### src/rtl/rvb_bextdep_issue.sv
// Issue stage for a bext/bdep/grev unit: decodes, holds one instruction, tracks credits
// and reorders nothing -- results leave through an in-order FIFO with registered head.
module rvb_bextdep_issue #(
    parameter int unsigned XLEN  = 32,
    parameter int unsigned GREV  = 1,
    parameter int unsigned DEPTH = 4
) (
    input  logic            clock,
    input  logic            resetn,
    input  logic            in_valid,
    output logic            in_ready,
    input  logic [31:0]     in_insn,
    input  logic [XLEN-1:0] in_rs1,
    input  logic [XLEN-1:0] in_rs2,
    input  logic [4:0]      in_rd,
    output logic            bx_valid,
    input  logic            bx_ready,
    output logic [XLEN-1:0] bx_rs1,
    output logic [XLEN-1:0] bx_rs2,
    output logic            bx_insn3,
    output logic            bx_insn13,
    output logic            bx_insn14,
    input  logic            bx_dout_valid,
    input  logic [XLEN-1:0] bx_dout_rd,
    output logic            out_valid,
    input  logic            out_ready,
    output logic [4:0]      out_rd,
    output logic [XLEN-1:0] out_data,
    output logic            out_illegal,
    output logic            err
);

    localparam int unsigned PW = $clog2(DEPTH);
    localparam int unsigned CW = PW + 1;
    localparam logic [CW-1:0] Full = CW'(DEPTH);

    logic [6:0] opcode, funct7;
    logic [2:0] funct3;
    logic       fn_ok, in_legal;

    always_comb begin
        opcode   = in_insn[6:0];
        funct3   = in_insn[14:12];
        funct7   = in_insn[31:25];
        fn_ok    = (funct3 == 3'b110 && (funct7 == 7'b0000100 || funct7 == 7'b0100100)) ||
                   (GREV != 0 && funct3 == 3'b101 && funct7 == 7'b0110100);
        in_legal = fn_ok && (opcode == 7'b0110011 || (XLEN == 64 && opcode == 7'b0111011));
    end

    logic            s_valid_q, s_legal_q, s_insn3_q, s_insn13_q, s_insn14_q;
    logic [XLEN-1:0] s_rs1_q, s_rs2_q;
    logic [4:0]      s_rd_q;
    logic            credit_ok, legal_leave, ill_leave, s_leaving, in_accept;

    logic [4:0]      tag_mem [DEPTH];
    logic [PW-1:0]   tag_wptr_q, tag_rptr_q;
    logic [CW-1:0]   tag_cnt_q;
    logic            tag_push, tag_pop;

    logic [4:0]      res_rd_mem   [DEPTH];
    logic [XLEN-1:0] res_data_mem [DEPTH];
    logic            res_ill_mem  [DEPTH];
    logic [PW-1:0]   res_wptr_q, res_rptr_q, res_rptr_d;
    logic [CW-1:0]   res_cnt_q, res_cnt_d;
    logic            res_wr, res_we, res_pop;
    logic [4:0]      w_rd;
    logic [XLEN-1:0] w_data;
    logic            w_ill;
    logic [CW:0]     occ;
    logic            err_q;

    // The tag FIFO count is exactly the number of requests still owed a result.
    assign occ         = {1'b0, tag_cnt_q} + {1'b0, res_cnt_q};
    assign credit_ok   = occ < (CW + 1)'(DEPTH);
    assign bx_valid    = s_valid_q && s_legal_q && credit_ok;
    assign legal_leave = bx_valid && bx_ready;
    assign ill_leave   = s_valid_q && !s_legal_q && (tag_cnt_q == '0) && credit_ok;
    assign s_leaving   = legal_leave || ill_leave;
    assign in_ready    = !s_valid_q || s_leaving;
    assign in_accept   = in_valid && in_ready;

    assign bx_rs1    = s_rs1_q;
    assign bx_rs2    = s_rs2_q;
    assign bx_insn3  = (XLEN == 64) ? s_insn3_q : 1'b0;
    assign bx_insn13 = s_insn13_q;
    assign bx_insn14 = s_insn14_q;

    always_ff @(posedge clock or negedge resetn) begin
        if (!resetn) begin
            s_valid_q  <= 1'b0;
            s_legal_q  <= 1'b0;
            s_insn3_q  <= 1'b0;
            s_insn13_q <= 1'b0;
            s_insn14_q <= 1'b0;
            s_rs1_q    <= '0;
            s_rs2_q    <= '0;
            s_rd_q     <= '0;
        end else if (in_accept) begin
            s_valid_q  <= 1'b1;
            s_legal_q  <= in_legal;
            s_insn3_q  <= in_insn[3];
            s_insn13_q <= in_insn[13];
            s_insn14_q <= in_insn[14];
            s_rs1_q    <= in_rs1;
            s_rs2_q    <= in_rs2;
            s_rd_q     <= in_rd;
        end else if (s_leaving) begin
            s_valid_q  <= 1'b0;
        end
    end

    assign tag_push = legal_leave;
    assign tag_pop  = bx_dout_valid && (tag_cnt_q != '0);

    always_ff @(posedge clock or negedge resetn) begin
        if (!resetn) begin
            tag_wptr_q <= '0;
            tag_rptr_q <= '0;
            tag_cnt_q  <= '0;
        end else begin
            tag_wptr_q <= tag_wptr_q + PW'(tag_push);
            tag_rptr_q <= tag_rptr_q + PW'(tag_pop);
            tag_cnt_q  <= tag_cnt_q + CW'(tag_push) - CW'(tag_pop);
        end
    end

    always_ff @(posedge clock) begin
        if (tag_push) tag_mem[tag_wptr_q] <= s_rd_q;
    end

    // Unit results win the write port; the illegal-leave gate keeps the two apart.
    always_comb begin
        res_wr     = tag_pop || ill_leave;
        res_pop    = out_valid && out_ready;
        res_we     = res_wr && (res_cnt_q != Full || res_pop);
        w_rd       = tag_pop ? tag_mem[tag_rptr_q] : s_rd_q;
        w_data     = tag_pop ? bx_dout_rd : '0;
        w_ill      = !tag_pop;
        res_rptr_d = res_rptr_q + PW'(res_pop);
        res_cnt_d  = res_cnt_q + CW'(res_we) - CW'(res_pop);
    end

    always_ff @(posedge clock) begin
        if (res_we) begin
            res_rd_mem[res_wptr_q]   <= w_rd;
            res_data_mem[res_wptr_q] <= w_data;
            res_ill_mem[res_wptr_q]  <= w_ill;
        end
    end

    always_ff @(posedge clock or negedge resetn) begin
        if (!resetn) begin
            res_wptr_q  <= '0;
            res_rptr_q  <= '0;
            res_cnt_q   <= '0;
            out_valid   <= 1'b0;
            out_rd      <= '0;
            out_data    <= '0;
            out_illegal <= 1'b0;
            err_q       <= 1'b0;
        end else begin
            res_wptr_q <= res_wptr_q + PW'(res_we);
            res_rptr_q <= res_rptr_d;
            res_cnt_q  <= res_cnt_d;
            out_valid  <= (res_cnt_d != '0);
            // Head register follows the next read slot, bypassing a same-cycle write into it.
            if (res_cnt_d != '0) begin
                if (res_we && res_wptr_q == res_rptr_d) begin
                    out_rd      <= w_rd;
                    out_data    <= w_data;
                    out_illegal <= w_ill;
                end else begin
                    out_rd      <= res_rd_mem[res_rptr_d];
                    out_data    <= res_data_mem[res_rptr_d];
                    out_illegal <= res_ill_mem[res_rptr_d];
                end
            end
            if ((bx_dout_valid && tag_cnt_q == '0) || (bx_dout_valid && ill_leave) ||
                (res_wr && res_cnt_q == Full && !res_pop)) begin
                err_q <= 1'b1;
            end
        end
    end

    assign err = err_q;

    logic unused_bits;
    assign unused_bits = ^{in_insn[24:15], in_insn[11:7], s_insn3_q};

endmodule

### config.mk
export PLATFORM = sky130hd
export DESIGN_NAME = rvb_bextdep_issue
export DESIGN_NICKNAME = d
export VERILOG_FILES = /design/src/rtl/rvb_bextdep_issue.sv
export SDC_FILE = /design/constraint.sdc
export NUM_CORES = 1
export LEC_CHECK = 0
export BUFFER_PORTS_ARGS = -buffer_cell sky130_fd_sc_hd__clkbuf_2
export CAP_MARGIN = 25
export CORE_MARGIN = 2
export CORE_UTILIZATION = 45
export DETAILED_ROUTE_END_ITERATION = 10
export GPL_TIMING_DRIVEN = 0
export PLACE_DENSITY_LB_ADDON = 0.3
export RECOVER_POWER = 100
export SLEW_MARGIN = 10
export SYNTH_ARGS = -nofsm -noshare
export SYNTH_HDL_FRONTEND = slang
export SYNTH_SLANG_ARGS = --single-unit
### constraint.sdc
create_clock -name clock -period 5.25 [get_ports clock]
set_input_delay 0.2625 -clock clock [delete_from_list [all_inputs] [get_ports clock]]
set_output_delay 0.2625 -clock clock [all_outputs]
set_load 0.05 [all_outputs]
Yosys cells after proc, flatten, opt, wreduce, memory -nomap -nowiden:

Memories as Yosys holds them, arrays and structs flattened. A register that Yosys moved wholly into a read port is not among the register bits.
Index checks and enable logic that the tools add are counted.

* register bits: 89
* bits in writable memories: 172
* input port bits: 139
* output and inout bits: 109
* logic and storage cells: 81
* memories kept: 4

Memory list
* res_data_mem: words 4, width 32, rd ports 1, clocked after memory_dff 1, write ports 1, line 61 `logic [XLEN-1:0] res_data_mem [DEPTH];`
* res_rd_mem: words 4, width 5, rd ports 1, clocked after memory_dff 1, write ports 1, line 60 `logic [4:0] res_rd_mem [DEPTH];`
* tag_mem: words 4, width 5, rd ports 1, clocked after memory_dff 0, write ports 1, line 55 `logic [4:0] tag_mem [DEPTH];`
* res_ill_mem: words 4, width 1, rd ports 1, clocked after memory_dff 1, write ports 1, line 62 `logic res_ill_mem [DEPTH];`

* add/sub/neg operators: 9
* order comparisons: 1
* eq/ne operators: 8
* multiplexer cells: 8
* reduce and logical (&&, ||, !) cells: 36

Operators by type and width (count)
* two-way mux 32 bit: 1
* == test 7 x 6 -> 1 bit, second input constant: 3
* logical AND 1 bit: 17
* == test 3 bit, second input constant: 3
* adder 2 x 1 -> 2 bit: 4
* logical OR 1 bit: 8
* == test 7 x 3 -> 1 bit, second input constant: 1
* zero test 1 bit: 7
* adder 3 x 1 -> 3 bit: 2
* two-way mux 1 bit: 6
* nonzero test 3 bit: 2
* subtractor 3 x 1 -> 3 bit: 2
* two-way mux 5 bit: 1
* adder 3 x 3 -> 4 bit: 1
* less-than comparator 4 x 3 -> 1 bit, second input constant: 1
* zero test 3 bit: 1
* inequality test 3 bit, second input constant: 1
* nonzero test 2 bit: 1

Depth between registers and ports, before layout:

* depth in word-level cells: 9
* mapped depth: 15
* depth with buffers taken out: 13

Worst setup path after synthesis:

No wires, ideal clock.

* path type: reg-to-reg
* start: register tag_cnt_q[2]
* end: memory res_data_mem[2][0], enable pin
* setup time: 489 ps
* arrival time: 4317 ps
* required time: 4761 ps
* path slack: 445 ps
* cell stages (with the launch flop): 6
* path buffers: 0
* period minus slack after synthesis: 4805 ps
* path through: dfrtp_1 > ha_1 > nor4b_2 > a31o_2 > nand2_1 > nor3b_1

* cells in the longest elaborated chain, start to end: 7
* elaborated cells between the ends (all ways): 11
* classes of those cells: 1 x add/sub; 1 x order compare; 2 x mux; 7 x reduce/logical

Ends and longest elaborated chain
* start: declaration: line 57 `logic [CW-1:0] tag_cnt_q;`
* start signal: assignment: line 123 `tag_cnt_q <= tag_cnt_q + CW'(tag_push) - CW'(tag_pop);`
* adder 3 x 3 -> 4 bit / zero test 3 bit (equally long branches): line 73, 77
* less-than comparator 4 x 3 -> 1 bit / logical AND 1 bit (equally long branches): line 74, 77
* logical AND 1 bit: line 77 `assign ill_leave = s_valid_q && !s_legal_q && (tag_cnt_q == '0) && credit_ok;`
* logical OR 1 bit *: line 133 `res_wr = tag_pop || ill_leave;`
* logical AND 1 bit *: line 135 `res_we = res_wr && (res_cnt_q != Full || res_pop);`
* two-way mux 1 bit *: line 144 `if (res_we) begin`
* two-way mux 1 bit (not written as such) *: line 146 `res_data_mem[res_wptr_q] <= w_data;`
* end: declaration: line 61

Every way passes the cells marked *; elsewhere a longest branch is shown, timed or not.

Worst setup path after layout:

* start: register tag_cnt_q[2]
* end: register out_data[15] (read register of res_data_mem)

* cells in the longest elaborated chain, start to end: 8
* elaborated cells between the ends (all ways): 12
* classes of those cells: 3 x add/sub; 1 x order compare; 8 x reduce/logical

Ends and longest elaborated chain
* adder 3 x 3 -> 4 bit / zero test 3 bit (equally long branches): line 73, 77
* less-than comparator 4 x 3 -> 1 bit / logical AND 1 bit (equally long branches): line 74, 77
* logical AND 1 bit: line 77
* logical OR 1 bit *: line 133
* logical AND 1 bit *: line 135
* adder 3 x 1 -> 3 bit *: line 140 `res_cnt_d = res_cnt_q + CW'(res_we) - CW'(res_pop);`
* subtractor 3 x 1 -> 3 bit *: line 140
* net res_cnt_d[2]: line 64 `logic [CW-1:0] res_cnt_q, res_cnt_d;`
* nonzero test 3 bit *: line 167 `if (res_cnt_d != '0) begin`
* end: declaration: line 28 `output logic [XLEN-1:0] out_data,`

Mark *: on every way through the listed nets, which the timed path passes. The rest lies on a longest branch.
A chain may end at the register's enable or synchronous reset.

==> results.md <==
* CTS sink cnt at 299
* Max-slew violation count at 92
* Tot GR Track Use at 21.0%
* CP Launch Type: flip-flop
* Net switching power at 4.93 mW
* Post-CTS Hold Fix Bufs at 105
* CTS buffer count at 31
* WL/cell at 20.1 um
* Crit path capture type: flip-flop
* Pre-CTS WS at 1.29 ns
* Top FF cell, synth: edfxtp_1
* Row count at 60
* Hold EP: out_data[19]
* Global routing's busiest layer: met2
* Synthesized cell area at 12500 um^2
* Area of the multi-input gates at 3470 um^2
* Clk root buf: clkbuf_16
* Library cells used by synthesis at 46
* Layout cell share with drive strength beyond 1 at 21.1%
* Post-CTS Setup Inserts at 0
* H-tree levels at 1
* I/O Buffers at 231
* Clock transition at the registers of the reported paths at 0.06 ns
* GPL Wtd Cong at 0.747
* Pwr Density at 717 nW/um^2
* First-pass GRT wire length at 46600 um
* Vias in the first global route at 8290
* Share of the synthesized area in the top cell type at 41.5%
* Die ar. at 29000 um^2
* P&R area growth vs syn at 26.5%
* Worst hold path stage count at 3
* N_diodes at 0
* CTS tree: yes
* Via-to-Cell Ratio at 5.17
* Cells after Synth at 730
* Largest net degree at the start of global routing at 67
* Clk_lat worst skew at 0.56 ns
* Max FO, Critical Path at 10
* CP arrival at 4.92 ns
* Synth area leader: edfxtp_1
* Total Nets Final at 1266
* Max-Cap Viols at 2
* RSZ-0062 raised after global routing: no
* Logic gate share of total power at 46.9%
* Antenna viol nets, final at 0
* Clock skew at 0.0192 ns
* GR met1 Demand/Resource at 27.3%
* FFs w/ async S/R, synth at 42.5%
* 1st-iter DRT viols at 526
* DR vias at 7810
* Detail Placement HPWL at 20100 um
* Register share of total power at 33.8%
* Worst r2r dst: out_data[15]
* Period utilisation layout at 84.6%
* I/O pins at 248
* Number of synthesized flops with an enable pin at 172
* R2R cell count at 14
* Post-synthesis sequential area ratio at 67.0%
* Hold Vio Cnt, Final at 0
* Synth area leaders: edfxtp_1 (41%), dfrtp_1 (26%), mux2_4 (8.4%)
* Grt ovf at 0
* R2R Path Start: tag_cnt_q[2]
* Internal Power at 6.37 mW
* Met3 usage in global routing at 3.77%
* Achievable frequency at 0.225 GHz
* Sw frac at 43.6%
* Core area at 27100 um^2
* Die W at 170 um
* Post-CTS resize count at 0
* Seq cells post-synth at 299
* Slew margin rel. at -147%
* Global Route met2 Usage at 36.1%
* Outcome: finished, violations left
* Final WL at 30400 um
* Starting Density at 46.0%
* TritonRoute pass-1 iters at 5
* Setup slack, reg-to-reg at 0.81 ns
* Die Span Y at 170 um
* Failing checks: max-capacitance violations, max-slew violations
* CP required at 5.73 ns
* FF/Latch Area at 8340 um^2
* Yosys warns at 0
* Leakage power at 6.19 nW
* CP Class: flip-flop to flip-flop
* Minimum clock period at 4.44 ns
* Final setup margin at 0.808 ns
* Residual DRC at 0
* Clock network power share at 19.3%
* Total power at 11.3 mW
* Syn avg cell area at 17.1 um^2
* Hold_sp: bx_dout_rd[19]
* Post-Syn Nets at 881
* Initial antenna violation count at 0
* Clk buf depth at 3
* Final setup fails at 0
* Worst slew pin tran at 3.70 ns
* Fill count at 2221
* Peak supply drop at 0.459 mV
* Hold Path Class: input port to flip-flop
-- stage by stage --
step	TNS [ns]	cells	instance area [um^2]	utilization (%)	hold WS, ns
3_5_place_dp	0	1349	14300	52.8	0.302
3_3_place_gp	-224.43	1333	14100	51.9	0.461
6_report	0	1512	15800	58.1	0.0211
2_1_floorplan	0	730	12500	-	-0.0331
4_1_cts	0	1512	16400	60.4	0.00558
5_1_grt	0	1512	15800	58.1	0.00455
-- power groups by stage --
stage                     logic [mW]  clock network [mW]  registers [mW]
after detailed placement        5.76                   0            3.84
final                           5.31                2.18            3.81
after floorplan                 2.84                   0            5.17
after CTS                       5.81                2.21            3.82
after global placement          5.56                   0            3.87
after global routing            5.72                2.32            3.89
-- Yosys cell counts (all sizes together), types with 3 or more instances --
cell,number
o211ai,39
ha,10
inv,13
dfrtp,127
buf,33
nand3,40
nor3,4
mux4,43
xor2,5
and2,34
clkbuf,17
edfxtp,172
nand2,42
nand4,38
mux2,77
nor3b,4
and3,3
-- routing by layer --
layer	wire length [um]	up-vias	share of wire, %
met4	726	0	2.4
met1	12500	3872	41
li1	-	3578	-
met2	15300	306	50
met3	1860	54	6.1
met5	0	-	0
-- sequential cells by signal, indices dropped and copies added (netlist names), 5 cells and up --
name / flops
bx_rs1: 32
out_rd: 5
tag_mem: 20
res_rd_mem: 20
s_rd_q: 5
bx_rs2: 32
res_data_mem: 128
out_data: 32
-- worst max-delay path by stage --
stage,from,endpoint,slack (ns)
after floorplan,tag_cnt_q[2],res_data_mem[2][0],0.44
after global placement,tag_cnt_q[2],res_data_mem[1][9],-2.19
after detailed placement,tag_cnt_q[2],out_data[16],1.29
after CTS,tag_cnt_q[2],out_data[16],1.26
after global routing,res_cnt_q[2],out_data[12],0.49
final,tag_cnt_q[2],out_data[15],0.81
-- cells by family (layout without fill, tap and decap cells) --
logic type | Yosys count | after routing | share of synthesized area, %
flops | 299 | 299 | 67.0
simple gates | 176 | 176 | 7.79
mux | 120 | 120 | 16.8
buf+inv | 63 | 473 | 2.99
compound gates | 50 | 50 | 3.17
fa+ha+maj | 12 | 12 | 1.33
xor+xnor | 9 | 9 | 0.854
other cells | 1 | 1 | 0.0301
-- critical path: stages, from the launching register on --
cell     delay, ns
dfrtp_1       0.43
ha_1          0.33
nor4b_1       0.64
a31o_1        0.44
nand2_1       0.19
ha_1          0.31
inv_1         0.04
ha_1          0.18
fa_1          0.37
xnor3_1       0.21
nor3_1        0.37
buf_2         0.36
buf_2         0.33
nand2_1       0.10
nand3_1       0.07
-- cell usage in the layout, fill, tap and decap left out, types with 3 or more instances in the layout --
cell	n
edfxtp_1	172
clkbuf_1	159
dfrtp_1	127
clkbuf_2	122
dlygate4sd3_1	105
mux2_1	69
mux4_2	43
nand2_1	42
nand3_1	40
o211ai_1	39
nand4_1	38
and2_0	33
clkbuf_16	31
buf_2	14
inv_1	12
ha_1	10
mux2_4	7
xor2_1	5
clkinv_1	5
clkbuf_8	5
nor3b_1	4
nor3_1	4
buf_4	4
and3_1	3
buf_6	3
buf_1	3
bufinv_16	3
-- area by class of cell --
| class | count | share of cell area (%) |
|---|---|---|
| Clock inverter | 12 | 0.866 |
| Timing Repair Buffer | 352 | 13.7 |
| Multi-Input combinational cell | 368 | 22.1 |
| Buffer | 50 | 1.54 |
| Clock buffer | 46 | 5.60 |
| Inverter | 13 | 0.310 |
| Tap cell | 372 | 2.95 |
| Sequential cell | 299 | 52.9 |
(Power assumes the default switching activity.)
